`config.mk`:
```
export PLATFORM = sky130hd
export DESIGN_NAME = br_resolve
export DESIGN_NICKNAME = d
export VERILOG_FILES = /design/src/rtl/br_resolve_pkg.sv /design/src/rtl/br_perf_cnt.sv /design/src/rtl/br_resolve.sv
export SDC_FILE = /design/constraint.sdc
export NUM_CORES = 1
export LEC_CHECK = 0
export ABC_CLOCK_PERIOD_IN_PS = 5300
export CORE_MARGIN = 1.5
export CORE_UTILIZATION = 32
export CTS_CLUSTER_DIAMETER = 50
export DETAILED_ROUTE_END_ITERATION = 7
export GPL_TIMING_DRIVEN = 0
export SYNTH_ARGS = -nofsm -noshare
export SYNTH_HDL_FRONTEND = slang
export SYNTH_SLANG_ARGS = --single-unit
```
`constraint.sdc`:
```
create_clock -name clk -period 5.3 [get_ports clk]
set_input_delay 1.06 -clock clk [delete_from_list [all_inputs] [get_ports clk]]
set_output_delay 1.06 -clock clk [all_outputs]
set_load 0.01 [all_outputs]
```
`src/rtl/br_resolve_pkg.sv`:
```
// br_resolve_pkg: shared widths, FSM encodings and the redirect decision for branch resolution
package br_resolve_pkg;
  localparam int BR_WD = 33;
  typedef enum logic {BRR_IDLE = 1'b0, BRR_WAIT_DS = 1'b1} brr_state_t;
  function automatic logic [BR_WD-1:0] br_decide(input logic t, input logic [31:0] x,
                                                 input logic [BR_WD-1:0] bp, input logic [31:0] pc);
    return {t ? (!bp[BR_WD-1] || x != bp[31:0]) : bp[BR_WD-1], t ? x : pc + 32'd4};
  endfunction
endpackage

```
`src/rtl/br_perf_cnt.sv`:
```
// br_perf_cnt: wrapping event counter with synchronous clear and increment enable
module br_perf_cnt #(
  parameter int W = 32
) (
  input  logic         clk,
  input  logic         rst,
  input  logic         en,
  output logic [W-1:0] cnt
);
  // count enabled events, wrapping naturally at 2^W
  always_ff @(posedge clk)
    if (rst) cnt <= '0;
    else if (en) cnt <= cnt + 1'b1;
endmodule

```
`src/rtl/br_resolve.sv`:
```
// br_resolve: compares the delay-slot prediction with the EX branch outcome and issues redirects
module br_resolve
  import br_resolve_pkg::*;
#(
  parameter int CNT_W = 32
) (
  input  logic             clk,
  input  logic             rst,
  input  logic             stall,
  input  logic             ex_valid,
  input  logic             ex_is_branch,
  input  logic             ex_taken,
  input  logic [31:0]      ex_target,
  input  logic             id_valid,
  input  logic [31:0]      id_pc,
  input  logic [BR_WD-1:0] bp_id_bus,
  output logic [BR_WD-1:0] br_bus,
  output logic [31:0]      delayslot_pc,
  output logic [CNT_W-1:0] br_cnt,
  output logic [CNT_W-1:0] mis_cnt
);
  brr_state_t state, state_nx;
  logic hold_t, latch, res, res_t, br_inc, redirect;
  logic [31:0] hold_x, res_x;
  logic [BR_WD-1:0] dec;
  // pick the resolution source; a live br_e squashes everything younger than the delay slot
  always_comb begin
    state_nx = state;
    latch = 1'b0;
    res = 1'b0;
    res_t = ex_taken;
    res_x = ex_target;
    br_inc = 1'b0;
    if (!br_bus[BR_WD-1] && !stall) begin
      if (state == BRR_WAIT_DS) begin
        res = id_valid;
        res_t = hold_t;
        res_x = hold_x;
        br_inc = id_valid;
        state_nx = id_valid ? BRR_IDLE : BRR_WAIT_DS;
      end else if (ex_valid && ex_is_branch) begin
        res = id_valid;
        br_inc = id_valid;
        latch = !id_valid;
        state_nx = id_valid ? BRR_IDLE : BRR_WAIT_DS;
      end else if (ex_valid && id_valid && bp_id_bus[BR_WD-1]) begin
        res = 1'b1;
        res_t = 1'b0;
      end
    end
  end
  assign dec = br_decide(res_t, res_x, bp_id_bus, id_pc);
  assign redirect = res && dec[BR_WD-1];
  // state, held outcome and the one-cycle redirect pulse
  always_ff @(posedge clk)
    if (rst) begin
      state <= BRR_IDLE;
      hold_t <= 1'b0;
      hold_x <= '0;
      br_bus <= '0;
      delayslot_pc <= '0;
    end else begin
      state <= state_nx;
      if (latch) {hold_t, hold_x} <= {ex_taken, ex_target};
      br_bus <= redirect ? dec : {1'b0, br_bus[31:0]};
      if (redirect) delayslot_pc <= id_pc;
    end
  br_perf_cnt #(.W(CNT_W)) u_br_cnt (.clk(clk), .rst(rst), .en(br_inc), .cnt(br_cnt));
  br_perf_cnt #(.W(CNT_W)) u_mis_cnt (.clk(clk), .rst(rst), .en(redirect), .cnt(mis_cnt));
endmodule

```
After elaboration in Yosys (flattened, before gate mapping)
Cells that the tools add are included.
Operators by class
  $add $sub $neg: 3
  multiply operators: 0
  div/mod/pow operators: 0
  order comparisons: 0
  equal/unequal tests: 1
  shift operators: 0
  mux-type cells: 21
  bitwise gates (word level): 1
  reduce and logical (&&, ||, !) cells: 11
Operators by type and width (count)
  2-to-1 mux 32 bit: 3
  adder 32 x 1 -> 32 bit, second input constant: 2
  adder 32 x 3 -> 32 bit, second input constant: 1
  inequality test 32 bit: 1
  2-to-1 mux 1 bit: 18
  logical AND 1 bit: 5
  logical NOT 1 bit: 4
  OR reduction 2 bit: 1
  logical OR 1 bit: 1
  inverter 1 bit: 1
Storage, ports and cells
  register bits: 163
  bits in latches: 0
  memory bits (writable): 0
  ROM bits: 0
  input port bits: 104
  output and inout bits: 129
  word-level logic and storage cells: 45
  memories kept: 0

Depth between registers and ports, before layout
Gate-level depths: netlist (run 1).
  depth after elaboration: 10
  mapped depth: 10
  mapped depth without buffers: 8

Hierarchy
Synthesis (run 1) repeated with hierarchy kept, for this count alone.
Second synthesis, totals
  cells, all modules: 1109
  area, all modules: 8838.5 um^2
By module, submodules not included
  br_resolve: instances 1, cells an instance 747, area each 5710.5 um^2, sequential area each 1981.9 um^2
  br_perf_cnt: instances 2, cells an instance 181, area each 1564.0 um^2, sequential area each 640.6 um^2

Worst setup path after synthesis (run 1)
Ideal clock, no wire load.
  path type: input -> register
  from: input port stall
  to: register br_bus[17]
  arrival time: 3114 ps
  data required time: 5168 ps
  slack: 2054 ps
  stages on the path: 9
  buffers on the path: 2
  cells stage by stage: or3b_4 > a2111o_1 > o221ai_1 > o21ai_1 > or4_1 > clkbuf_1 > buf_2 > o2111ai_1 > a21oi_1
Between the ends
  word-level cells in the longest chain between the ends: 7
  elaborated cells on any way between the ends: 10
  classes of those cells: eq/ne: 1; mux: 5; reduce/logical: 4
RTL lines
  start: declaration: RTL line br_resolve.sv:9  | input logic stall,
  logical NOT 1 bit (*): RTL line br_resolve.sv:34  | if (!br_bus[BR_WD-1] && !stall) begin
  logical AND 1 bit (*): RTL line br_resolve.sv:34
  2-to-1 mux 32 bit: RTL line br_resolve.sv:34
  inequality test 32 bit: RTL line br_resolve_pkg.sv:7  | return {t ? (!bp[BR_WD-1] || x != bp[31:0]) : bp[BR_WD-1], t ? x : pc + 32'd4};
  logical OR 1 bit: RTL line br_resolve_pkg.sv:7
  2-to-1 mux 1 bit: RTL line br_resolve_pkg.sv:7
  logical AND 1 bit: RTL line br_resolve.sv:53  | assign redirect = res && dec[BR_WD-1];
  end signal: assignment: RTL line br_resolve.sv:65  | br_bus <= redirect ? dec : {1'b0, br_bus[31:0]};
  end: declaration: RTL line br_resolve.sv:17  | output logic [BR_WD-1:0] br_bus,
Mark *: on every way between the ends. The rest lies on a longest branch, timed or not.
A chain may end at the register's enable or synchronous reset.

Worst setup path after layout (run 1)
  from: input port stall
  to: register delayslot_pc[25]
Between the ends
  word-level cells in the longest chain between the ends: 7
  elaborated cells on any way between the ends: 9
  classes of those cells: eq/ne: 1; mux: 4; reduce/logical: 4
RTL lines
  logical NOT 1 bit (*): RTL line br_resolve.sv:34
  logical AND 1 bit (*): RTL line br_resolve.sv:34
  2-to-1 mux 32 bit: RTL line br_resolve.sv:34
  inequality test 32 bit: RTL line br_resolve_pkg.sv:7
  logical OR 1 bit: RTL line br_resolve_pkg.sv:7
  2-to-1 mux 1 bit: RTL line br_resolve_pkg.sv:7
  logical AND 1 bit (*): RTL line br_resolve.sv:53
  end signal: assignment: RTL line br_resolve.sv:66  | if (redirect) delayslot_pc <= id_pc;
  end: declaration: RTL line br_resolve.sv:18  | output logic [31:0] delayslot_pc,
Marked as above.

==> results.md, run 1 <==
* Synth top area share at 37.2%
* First-pass GRT wire length at 52900 µm
* Layout net count at 1502
* Post-synth EDFFs at 0
* TritonCTS Buffers at 17
* Port-buffer cells at 231
* Fillers at 2736
* Inst Count DP at 1717
* PD cells at 232 nW/µm²
* Post-Syn Area at 8780 µm²
* Drt pass-1 iters at 6
* LEAKAGE at 4.00 nW
* Wire per inst at 19.9 µm
* Vias per inst at 5.56
* Sequential share of the synthesized area at 37.2%
* Synthesized flop and latch total at 163
* Min Tclk post-route at 4560 ps
* Actual slew at the worst max-slew pin at 846 ps
* Uppermost layer routed: met4
* Overall Global Routing Usage at 24.4%
* Top post-synthesis cells by area: dfxtp_1 37%, a21oi_1 7.4%, nand2_1 6.9%, nand3_1 4.8%, xnor2_1 4.2%
* Post-synth top area cell: dfxtp_1
* CP arrival at 4920 ps
* Synthesized area per cell at 7.67 µm²
* H-tree depth at 4
* Worst setup SP type: primary input
* Worst vdd ir at 0.207 mV
* WL final at 34800 µm
* Initial DRC count at 990
* # IOs at 233
* Count leader, synth: dfxtp_1
* Clock skew at 19.3 ps
* Period utilization at 86.1%
* RSZ-0062 raised after global routing: false
* WL met3 at 2650 µm
* Wire length on met1 at 15300 µm
* Area grow syn2layout at 37.1%
* CTS clk-pin slew, worst paths at 70 ps
* CTS tree: done
* CTS Root Cell: clkbuf_16
* Core box area at 27000 µm²
* Final Hold Vio Count at 0
* Total die area at 28400 µm²
* Hold_ws at 458 ps
* CP peak stage delay at 730 ps
* Postcts setup bufs at 0
* Post-Layout Cell Count at 1747
* Worst-Skew Late Latency at 440 ps
* Final setup violation count at 0
* Vias in the first global route at 8912
* Util after Layout at 44.7%
* Post-Synthesis Cells at 1145
* Ys Warns at 0
* Post-Syn Nets at 1252
* Max_slew headroom at 43.4%
* GP Congestion at 0.973
* Largest net degree at the start of global routing at 17
* Clock Sinks at 163
* CTS max path bufs at 2
* Critical-path cell list: clkdlybuf4s50_1 -> nor3b_2 -> buf_2 -> a21oi_1 -> nor4_1 -> o2111ai_1 -> nor4_4 -> buf_4 -> buf_2 -> o21ai_0 -> a21oi_1
* Die width at 169 µm
* Critical path's slowest cell: nor3b_2
* ANT nets after route at 0
* CP Class: primary input to flop
* Routed vias at 9714
* Top cells by count, synth: 163 x dfxtp_1, 162 x nand2_1, 130 x a21oi_1, 84 x nand3_1, 70 x o21ai_0
* Layout cell share with drive strength beyond 1 at 4.05%
* Outcome: finished, final reports clean
* # resized after CTS at 0
* Max-cap violations at 0
* Die height at 169 µm
* Row count at 60
* Asr flop ratio synth at 0%
* HPWL after DPL at 27200 µm
* Worst Hold Class: flop to flop
* Met2 WL at 15900 µm
* Max Freq at 0.219 GHz
* Worst path required time at 5660 ps
* Max Slew Vio Count at 0
* Diode count at 0
* DRC viols at 0
* Hold buffers post-CTS at 0
* Worst setup EP type: flop
* Count of cell types in the netlist at 59
* Initial Util at 32.6%
* Ys flop type: dfxtp_1
* Tot Pwr at 2.79 mW
* Grt total ovfl at 0
* Setup TNS at 0 ps
* Antenna violations before repair at 0
* Critical Path Fanout Max at 10
cell families after synthesis:
family | count (synthesis) | synth area share, %
compound gates | 290 | 19.5
xor+xnor | 84 | 8.38
fa+ha+maj | 3 | 0.428
buf+inv | 113 | 5.39
flops | 163 | 37.2
mux | 12 | 1.43
simple gates | 480 | 27.7
cells in the final DEF, fill, tap and decap left out, types with 14 or more instances in the layout:
| master | netlist | layout |
|---|---|---|
| and3_1 | 17 | 17 |
| o31ai_1 | 21 | 21 |
| o2111ai_1 | 18 | 18 |
| xnor2_1 | 42 | 42 |
| nand3_1 | 84 | 84 |
| nor2_1 | 56 | 56 |
| inv_1 | 31 | 31 |
| or3_1 | 14 | 14 |
| nand4_1 | 24 | 24 |
| nand2b_1 | 36 | 36 |
| o21ai_0 | 70 | 70 |
| clkdlybuf4s50_1 | 0 | 231 |
| dfxtp_1 | 163 | 163 |
| clkbuf_16 | 0 | 17 |
| a21oi_1 | 130 | 130 |
| nor4_1 | 19 | 19 |
| buf_2 | 15 | 15 |
| or4_1 | 24 | 24 |
| xor2_1 | 42 | 42 |
| clkbuf_1 | 55 | 58 |
| nand2_1 | 162 | 162 |
per-layer routing:
metal / vias to the layer above / global-route usage, %
met2: 461 / 39.3
met1: 4597 / 32.4
met5: - / 0
li1: 4594 / -
met4: 0 / 8.89
met3: 62 / 4.56
layout make-up:
| cell class | instances | area [µm²] | area share (%) |
|---|---|---|---|
| buffer | 82 | 357 | 2.96 |
| clock buffer | 22 | 464 | 3.86 |
| clock inverter | 8 | 56.3 | 0.468 |
| inverter | 31 | 116 | 0.967 |
| multi-input combinational | 869 | 5040 | 41.9 |
| sequential | 163 | 3260 | 27.1 |
| tap | 341 | 427 | 3.54 |
| timing repair buffer | 231 | 2310 | 19.2 |
worst max-delay path, delay by kind of cell:
kind	cells	cell delay [ps]
compound gates	4	680
buf+inv	4	1470
simple gates	3	1700
through the flow:
| step | cell area (µm²) | setup WS (ps) |
|---|---|---|
| 2_1_floorplan | 8780 | 2050 |
| 3_3_place_gp | 11500 | 470 |
| 3_5_place_dp | 11500 | 453 |
| 4_1_cts | 12000 | 878 |
| 5_1_grt | 12000 | 525 |
| 6_report | 12000 | 739 |
flip-flops by register name, indices dropped and copies added (netlist names):
name           cells
br_bus            33
delayslot_pc      32
hold_t             1
hold_x            32
state              1
u_br_cnt.cnt      32
u_mis_cnt.cnt     32
where the power goes:
| group | internal [mW] | switching [mW] |
|---|---|---|
| registers | 1.25 | 0.0177 |
| clock network | 0.620 | 0.532 |
| logic | 0.166 | 0.208 |
path summary, 6_finish.rpt:
kind	from	endpoint	slack [ps]	depth (start not counted)
worst max register to register	br_bus[32]	delayslot_pc[25]	1490	10
worst max-delay path	stall	delayslot_pc[25]	740	11
worst min register to register	hold_x[20]	hold_x[20]	460	2
worst min-delay path	hold_x[20]	hold_x[20]	460	2
Note: power is estimated with default switching activity, not from simulation.
==> run 2: changes to the inputs <==
--- a/config.mk
+++ b/config.mk
@@ -6,6 +6,7 @@
 export NUM_CORES = 1
 export LEC_CHECK = 0
 export ABC_CLOCK_PERIOD_IN_PS = 5300
+export CAP_MARGIN = 15
 export CORE_MARGIN = 1.5
 export CORE_UTILIZATION = 32
 export CTS_CLUSTER_DIAMETER = 50
@@ -13,4 +14,5 @@
 export GPL_TIMING_DRIVEN = 0
 export SYNTH_ARGS = -nofsm -noshare
 export SYNTH_HDL_FRONTEND = slang
+export SYNTH_HIERARCHICAL = 1
 export SYNTH_SLANG_ARGS = --single-unit
==> results.md, run 2 <==
* Sw Share at 29.4% (was 27.2%)
* # IOs at 233 (unchanged)
* RSZ-0062 raised after global routing: false (unchanged)
* CP Class: primary input to flop (unchanged)
* WL final at 31200 µm (was 34800 µm)
* Worst path required time at 5620 ps (was 5660 ps)
* Outcome: finished, final reports clean (unchanged)
* R2r endpoint: u_mis_cnt/cnt[26] (was delayslot_pc[25])
* Die width at 169 µm (about the same)
* Hold buffers post-CTS at 0 (unchanged)
* CP arrival at 5450 ps (was 4920 ps)
* Worst setup SP type: primary input (unchanged)
* Total die area at 28600 µm² (was 28400 µm²)
* Max Slew Vio Count at 0 (unchanged)
* Grt met2 use at 35.4% (was 39.3%)
* Count leader, synth: nand2_1 (was dfxtp_1)
* Top cells by count, synth: 247 x nand2_1, 163 x dfxtp_1, 74 x nor2_1, 72 x mux2i_1, 55 x a21oi_1 (was 163 x dfxtp_1, 162 x nand2_1, 130 x a21oi_1, 84 x nand3_1, 70 x o21ai_0)
* Most frequent cells in the layout: 247 x nand2_1, 232 x clkdlybuf4s50_1, 163 x dfxtp_1 (was 231 x clkdlybuf4s50_1, 163 x dfxtp_1, 162 x nand2_1)
* ANT nets after route at 0 (unchanged)
* Setup TNS at 0 ps (unchanged)
* Final setup violation count at 0 (unchanged)
* Max-cap violations at 0 (unchanged)
* Ys Warns at 6 (was 0)
* Met3 Use GR at 5.20% (was 4.56%)
* Layout cell share with drive strength beyond 1 at 6.40% (was 4.05%)
* Top post-synthesis cells by area: dfxtp_1 37%, nand2_1 10%, mux2i_1 8.2%, xor2_1 4.7%, xnor2_1 3.9% (was dfxtp_1 37%, a21oi_1 7.4%, nand2_1 6.9%, nand3_1 4.8%, xnor2_1 4.2%)
* WHS Endpoint: hold_x[27] (was hold_x[20])
* Worst r2r src: state (was br_bus[32])
* Drt pass-1 iters at 5 (was 6)
* Row count at 60 (unchanged)
* Vias in the first global route at 8450 (was 8912)
* Initial Util at 32.7% (was 32.6%)
* Comb pwr share at 13.1% (was 13.4%)
* Initial DRC count at 674 (was 990)
* Critical Path Fanout Max at 10 (unchanged)
* Period utilization at 96.9% (was 86.1%)
* Layout net count at 1468 (was 1502)
* Reg power frac at 43.4% (was 45.3%)
* CTS max path bufs at 2 (unchanged)
* Die height at 169 µm (about the same)
* Most Crowded Layer GR: met2 (unchanged)
* CTS clk-pin slew, worst paths at 80 ps (was 70 ps)
* Largest Register: br_bus (unchanged)
* R2R Setup Slk at 900 ps (was 1490 ps)
* TritonCTS Buffers at 17 (unchanged)
* Worst vdd ir at 0.172 mV (was 0.207 mV)
* GP Congestion at 0.919 (was 0.973)
* Post-Syn Nets at 1216 (was 1252)
* Most common cell after layout, fill and taps aside: nand2_1 (was clkdlybuf4s50_1)
* Worst-Skew Late Latency at 440 ps (about the same)
* Grt total ovfl at 0 (unchanged)
* Port-buffer cells at 232 (was 231)
* DRC viols at 0 (unchanged)
* Post-synth EDFFs at 0 (unchanged)
* Clk pwr share at 43.5% (was 41.3%)
* Ys flop type: dfxtp_1 (unchanged)
* M1 GR Usage at 28.5% (was 32.4%)
* Max Freq at 0.195 GHz (was 0.219 GHz)
* Area grow syn2layout at 38.0% (was 37.1%)
* First-pass GRT wire length at 48300 µm (was 52900 µm)
* Post-route cell area at 12200 µm² (was 12000 µm²)
* Clock Sinks at 163 (unchanged)
* CTS tree: done (unchanged)
* Sequential share of the synthesized area at 36.9% (was 37.2%)
* Vias per inst at 5.18 (was 5.56)
* Net Switching at 0.853 mW (was 0.759 mW)
* Worst setup EP type: flop (unchanged)
* Post-Synthesis Cells at 1109 (was 1145)
* Internal at 2.05 mW (was 2.03 mW)
* Core box area at 27000 µm² (about the same)
* Antenna violations before repair at 1 (was 0)
* R2R depth at 16 (was 10)
* Count of cell types in the netlist at 58 (was 59)
* Overall Global Routing Usage at 21.8% (was 24.4%)
* PD cells at 238 nW/µm² (was 232 nW/µm²)
* Max_slew headroom at 49.0% (was 43.4%)
* Largest net degree at the start of global routing at 19 (was 17)
* Synth top area share at 36.9% (was 37.2%)
* Diode count at 0 (unchanged)
* Min Tclk post-route at 5130 ps (was 4560 ps)
* Min-delay src: hold_x[27] (was hold_x[20])
* Post-synth top area cell: dfxtp_1 (unchanged)
* Wire per inst at 18.2 µm (was 19.9 µm)
* H-tree depth at 4 (unchanged)
* DP Area at 11600 µm² (was 11500 µm²)
* HPWL after DPL at 23800 µm (was 27200 µm)
* Post-Layout Cell Count at 1715 (was 1747)
* Hold_ws at 458 ps (about the same)
* Worst Hold Class: flop to flop (unchanged)
* Max FFs per register at 33 (unchanged)
* Synthesized flop and latch total at 163 (unchanged)
* Clock skew at 15.5 ps (was 19.3 ps)
* Hold depth at 2 (unchanged)
* CTS Root Cell: clkbuf_16 (unchanged)
* Synthesized area per cell at 7.97 µm² (was 7.67 µm²)
* Final Hold Vio Count at 0 (unchanged)
* Asr flop ratio synth at 0% (unchanged)
* Inst Count DP at 1682 (was 1717)
* Routed vias at 8888 (was 9714)
* LEAKAGE at 4.50 nW (was 4.00 nW)
* Post-Syn Area at 8840 µm² (was 8780 µm²)
* Actual slew at the worst max-slew pin at 762 ps (was 846 ps)
==> run 2: kinds of logic after synthesis <==
kind of cell	share of synthesized area [%]
AND/OR/NAND/NOR	27.6
flip-flops	36.9
AO/OA/AOI/OAI	10.6
buffers and inverters	4.93
multiplexers	11.0
XOR/XNOR	8.52
adder cells (fa/ha/maj)	0.425
==> run 2: how the worst max path moves through the flow <==
stage / startpoint / to / slack (ps) / cells after the start
6_report: stall / u_mis_cnt/cnt[26] / 170 / 17
5_1_grt: stall / u_mis_cnt/cnt[30] / 4 / 17
4_1_cts: stall / u_mis_cnt/cnt[30] / 70 / 17
3_5_place_dp: stall / u_mis_cnt/cnt[30] / -760 / 17
3_3_place_gp: stall / u_mis_cnt/cnt[27] / -710 / 17
2_1_floorplan: stall / u_mis_cnt/cnt[26] / 1050 / 15
==> run 2: stage by stage <==
| stage | setup WS (ps) | total power [mW] | utilization [%] |
|---|---|---|---|
| after floorplan | 1050 | 1.45 | - |
| after global placement | -710 | 1.67 | 42.9 |
| after detailed placement | -759 | 1.67 | 42.9 |
| after CTS | 70.5 | 2.93 | 45.1 |
| after global routing | 4.29 | 3.01 | 45.1 |
| final | 166 | 2.90 | 45.1 |
==> run 2: area by class of cell <==
| type | instances | area, µm² |
|---|---|---|
| clock buffer | 17 | 425 |
| fill | 2670 | 14800 |
| sequential | 163 | 3260 |
| inverter | 32 | 123 |
| clock inverter | 15 | 159 |
| buffer | 66 | 317 |
| timing repair buffer | 233 | 2330 |
| tap | 341 | 427 |
| multi-input combinational | 848 | 5150 |
==> run 2: what timing repair did <==
| action | 4_1_cts | 5_1_grt |
|---|---|---|
| setup endpoints to repair | 14 | 13 |
| pin swaps | 0 | 2 |
| buffers inserted | 0 | 1 |
| hold endpoints to repair | 0 | 0 |
| resized for setup | 2 | 5 |
==> run 2: power groups by stage <==
stage	clock network [mW]	logic, mW	registers [mW]
6_report	1.26	0.381	1.26
5_1_grt	1.34	0.410	1.26
4_1_cts	1.29	0.381	1.26
3_5_place_dp	0	0.379	1.29
3_3_place_gp	0	0.377	1.29
2_1_floorplan	0	0.158	1.29
==> run 2: metal layers <==
metal	vias to the layer above	part of all wire, %
met3	42	6.3
met2	308	46
met5	-	0
li1	4327	-
met4	0	2.6
met1	4211	45
==> run 2: critical path: stages <==
cell and delay (ps):
clkdlybuf4s50_1 510, or3b_1 450, buf_6 180, a2111oi_0 430
a31oi_1 120, a2111oi_2 340, nand4_1 140, o31ai_1 400
buf_4 270, inv_4 80, buf_6 160, buf_2 190
and4_1 160, buf_2 170, nand4_1 340, nor3_1 110
mux2_1 320
==> run 3: changes to the inputs <==
--- a/config.mk
+++ b/config.mk
@@ -7,11 +7,14 @@
 export LEC_CHECK = 0
 export ABC_CLOCK_PERIOD_IN_PS = 5300
 export CAP_MARGIN = 15
+export CELL_PAD_IN_SITES_DETAIL_PLACEMENT = 1
+export CELL_PAD_IN_SITES_GLOBAL_PLACEMENT = 1
 export CORE_MARGIN = 1.5
 export CORE_UTILIZATION = 32
 export CTS_CLUSTER_DIAMETER = 50
 export DETAILED_ROUTE_END_ITERATION = 7
 export GPL_TIMING_DRIVEN = 0
+export PLACE_DENSITY_LB_ADDON = 0.1
 export SYNTH_ARGS = -nofsm -noshare
 export SYNTH_HDL_FRONTEND = slang
 export SYNTH_HIERARCHICAL = 1
==> results.md, run 3 (synthesis results as in run 2) <==
* Port-buffer cells at 232 (unchanged)
* Hold buffers post-CTS at 0 (unchanged)
* Core box area at 27000 µm² (unchanged)
* Outcome: finished, final reports clean (unchanged)
* Clk pwr share at 43.1% (was 43.5%)
* Final Hold Vio Count at 0 (unchanged)
* Worst path required time at 5610 ps (was 5620 ps)
* Vias per inst at 5.22 (was 5.18)
* Worst setup SP type: primary input (unchanged)
* CP Class: primary input to flop (unchanged)
* Row count at 60 (unchanged)
* CTS Root Cell: clkbuf_16 (unchanged)
* Max-cap violations at 0 (unchanged)
* Sw Share at 28.0% (was 29.4%)
* Min Tclk post-route at 5060 ps (was 5130 ps)
* WL final at 33200 µm (was 31200 µm)
* CTS clk-pin slew, worst paths at 70 ps (was 80 ps)
* GP Congestion at 0.881 (was 0.919)
* Worst setup EP type: flop (unchanged)
* CTS max path bufs at 2 (unchanged)
* Worst setup margin at 243 ps (was 166 ps)
* Final setup violation count at 0 (unchanged)
* RSZ-0062 raised after global routing: false (unchanged)
* Layout cell share with drive strength beyond 1 at 6.33% (was 6.40%)
* Actual slew at the worst max-slew pin at 697 ps (was 762 ps)
* Max_slew headroom at 53.4% (was 49.0%)
* Max FFs per register at 33 (unchanged)
* Die height at 169 µm (unchanged)
* Max Freq at 0.198 GHz (was 0.195 GHz)
* Most common cell after layout, fill and taps aside: nand2_1 (unchanged)
* Diode count at 0 (unchanged)
* Initial DRC count at 496 (was 674)
* Worst vdd ir at 0.174 mV (was 0.172 mV)
* Max Slew Vio Count at 0 (unchanged)
* Die width at 169 µm (unchanged)
* Clock Sinks at 163 (unchanged)
* Comb pwr share at 13.3% (was 13.1%)
* Initial Util at 32.7% (unchanged)
* Most frequent cells in the layout: 247 x nand2_1, 232 x clkdlybuf4s50_1, 163 x dfxtp_1 (unchanged)
* Reg power frac at 43.6% (was 43.4%)
* Critical Path Fanout Max at 10 (unchanged)
* Total die area at 28600 µm² (unchanged)
* Dpl ws at -881 ps (was -759 ps)
* H-tree depth at 4 (unchanged)
* DP Area at 11600 µm² (unchanged)
* DRC viols at 0 (unchanged)
* Overall Global Routing Usage at 23.3% (was 21.8%)
* CP arrival at 5370 ps (was 5450 ps)
* TritonCTS Buffers at 17 (unchanged)
* Util after Layout at 45.1% (about the same)
* Net Switching at 0.809 mW (was 0.853 mW)
* Worst-Skew Late Latency at 430 ps (was 440 ps)
* Drt pass-1 iters at 5 (unchanged)
* Routed vias at 8962 (was 8888)
* CTS tree: done (unchanged)
* Period utilization at 95.4% (was 96.9%)
* Grt total ovfl at 0 (unchanged)
* Internal at 2.09 mW (was 2.05 mW)
* Largest net degree at the start of global routing at 17 (was 19)
* Area grow syn2layout at 37.9% (was 38.0%)
* Fillers at 3245 (was 2670)
* ANT nets after route at 0 (unchanged)
* Antenna violations before repair at 0 (was 1)
* # IOs at 233 (unchanged)
* Post-route cell area at 12200 µm² (about the same)
* Vias in the first global route at 8959 (was 8450)
* Layout net count at 1469 (was 1468)
* HPWL after DPL at 25500 µm (was 23800 µm)
* Clock skew at 12.7 ps (was 15.5 ps)
* Wire per inst at 19.3 µm (was 18.2 µm)
* Largest Register: br_bus (unchanged)
* Worst Hold Class: flop to flop (unchanged)
* First-pass GRT wire length at 51400 µm (was 48300 µm)
* LEAKAGE at 4.49 nW (was 4.50 nW)
* PD cells at 237 nW/µm² (was 238 nW/µm²)
==> run 3: area by class of cell <==
cell class | count | area [µm²] | share of cell area (%)
multi-input cells | 848 | 5150 | 42.3
flip-flops and latches | 163 | 3260 | 26.8
repair buffers | 234 | 2340 | 19.2
clock buffers | 19 | 433 | 3.55
well taps | 341 | 427 | 3.50
plain buffers | 66 | 317 | 2.60
clock inverters | 13 | 141 | 1.16
inverters | 32 | 123 | 1.01
==> run 3: critical path: stages <==
cell	delay, ps
clkdlybuf4s50_1	510
or3b_1	450
buf_6	190
clkbuf_2	250
nor2_1	170
o21ai_0	190
a2111oi_2	350
nand4_1	150
o31ai_1	370
buf_4	260
inv_4	80
buf_6	160
buf_2	190
and4_1	160
buf_2	170
nand4_1	110
buf_4	170
nor3_1	70
mux2_1	310
==> run 3: per-stage QoR <==
step	power (mW)	TNS, ps	hold slack [ps]	instances
after floorplan	1.45	0	431	1109
after global placement	1.67	-13360	438	1682
after detailed placement	1.67	-14100	450	1682
after CTS	2.93	0	459	1714
after global routing	3.01	0	480	1716
final	2.89	0	456	1716
==> run 3: what timing repair did <==
item | in CTS | in global routing
gates resized for setup | 3 | 3
cloned | 0 | 0
pin swaps | 0 | 2
setup buffers | 0 | 2
setup endpoints to repair | 18 | 14
==> run 3: final timing paths <==
kind	start	to	slack [ps]	depth (start not counted)
max	stall	u_mis_cnt/cnt[26]	240	19
min	delayslot_pc[20]	delayslot_pc[20]	460	2
max reg2reg	state	u_mis_cnt/cnt[26]	990	18
min reg2reg	delayslot_pc[20]	delayslot_pc[20]	460	2
==> run 3: per-layer routing <==
metal  up-vias  GRT usage [%]  routed length (µm)
li1       4333              -                   -
met1      4372           30.3               15200
met2       228           40.3               16300
met3        29           3.33                1210
met4         0           6.16                 529
met5         -              0                   0
==> run 3: power by group through the flow <==
| stage | clock (mW) | combinational (mW) | sequential (mW) |
|---|---|---|---|
| floorplan | 0 | 0.158 | 1.29 |
| global placement | 0 | 0.380 | 1.29 |
| finish | 1.25 | 0.385 | 1.26 |
| detailed placement | 0 | 0.384 | 1.29 |
| global route | 1.33 | 0.415 | 1.26 |
| CTS | 1.28 | 0.387 | 1.26 |
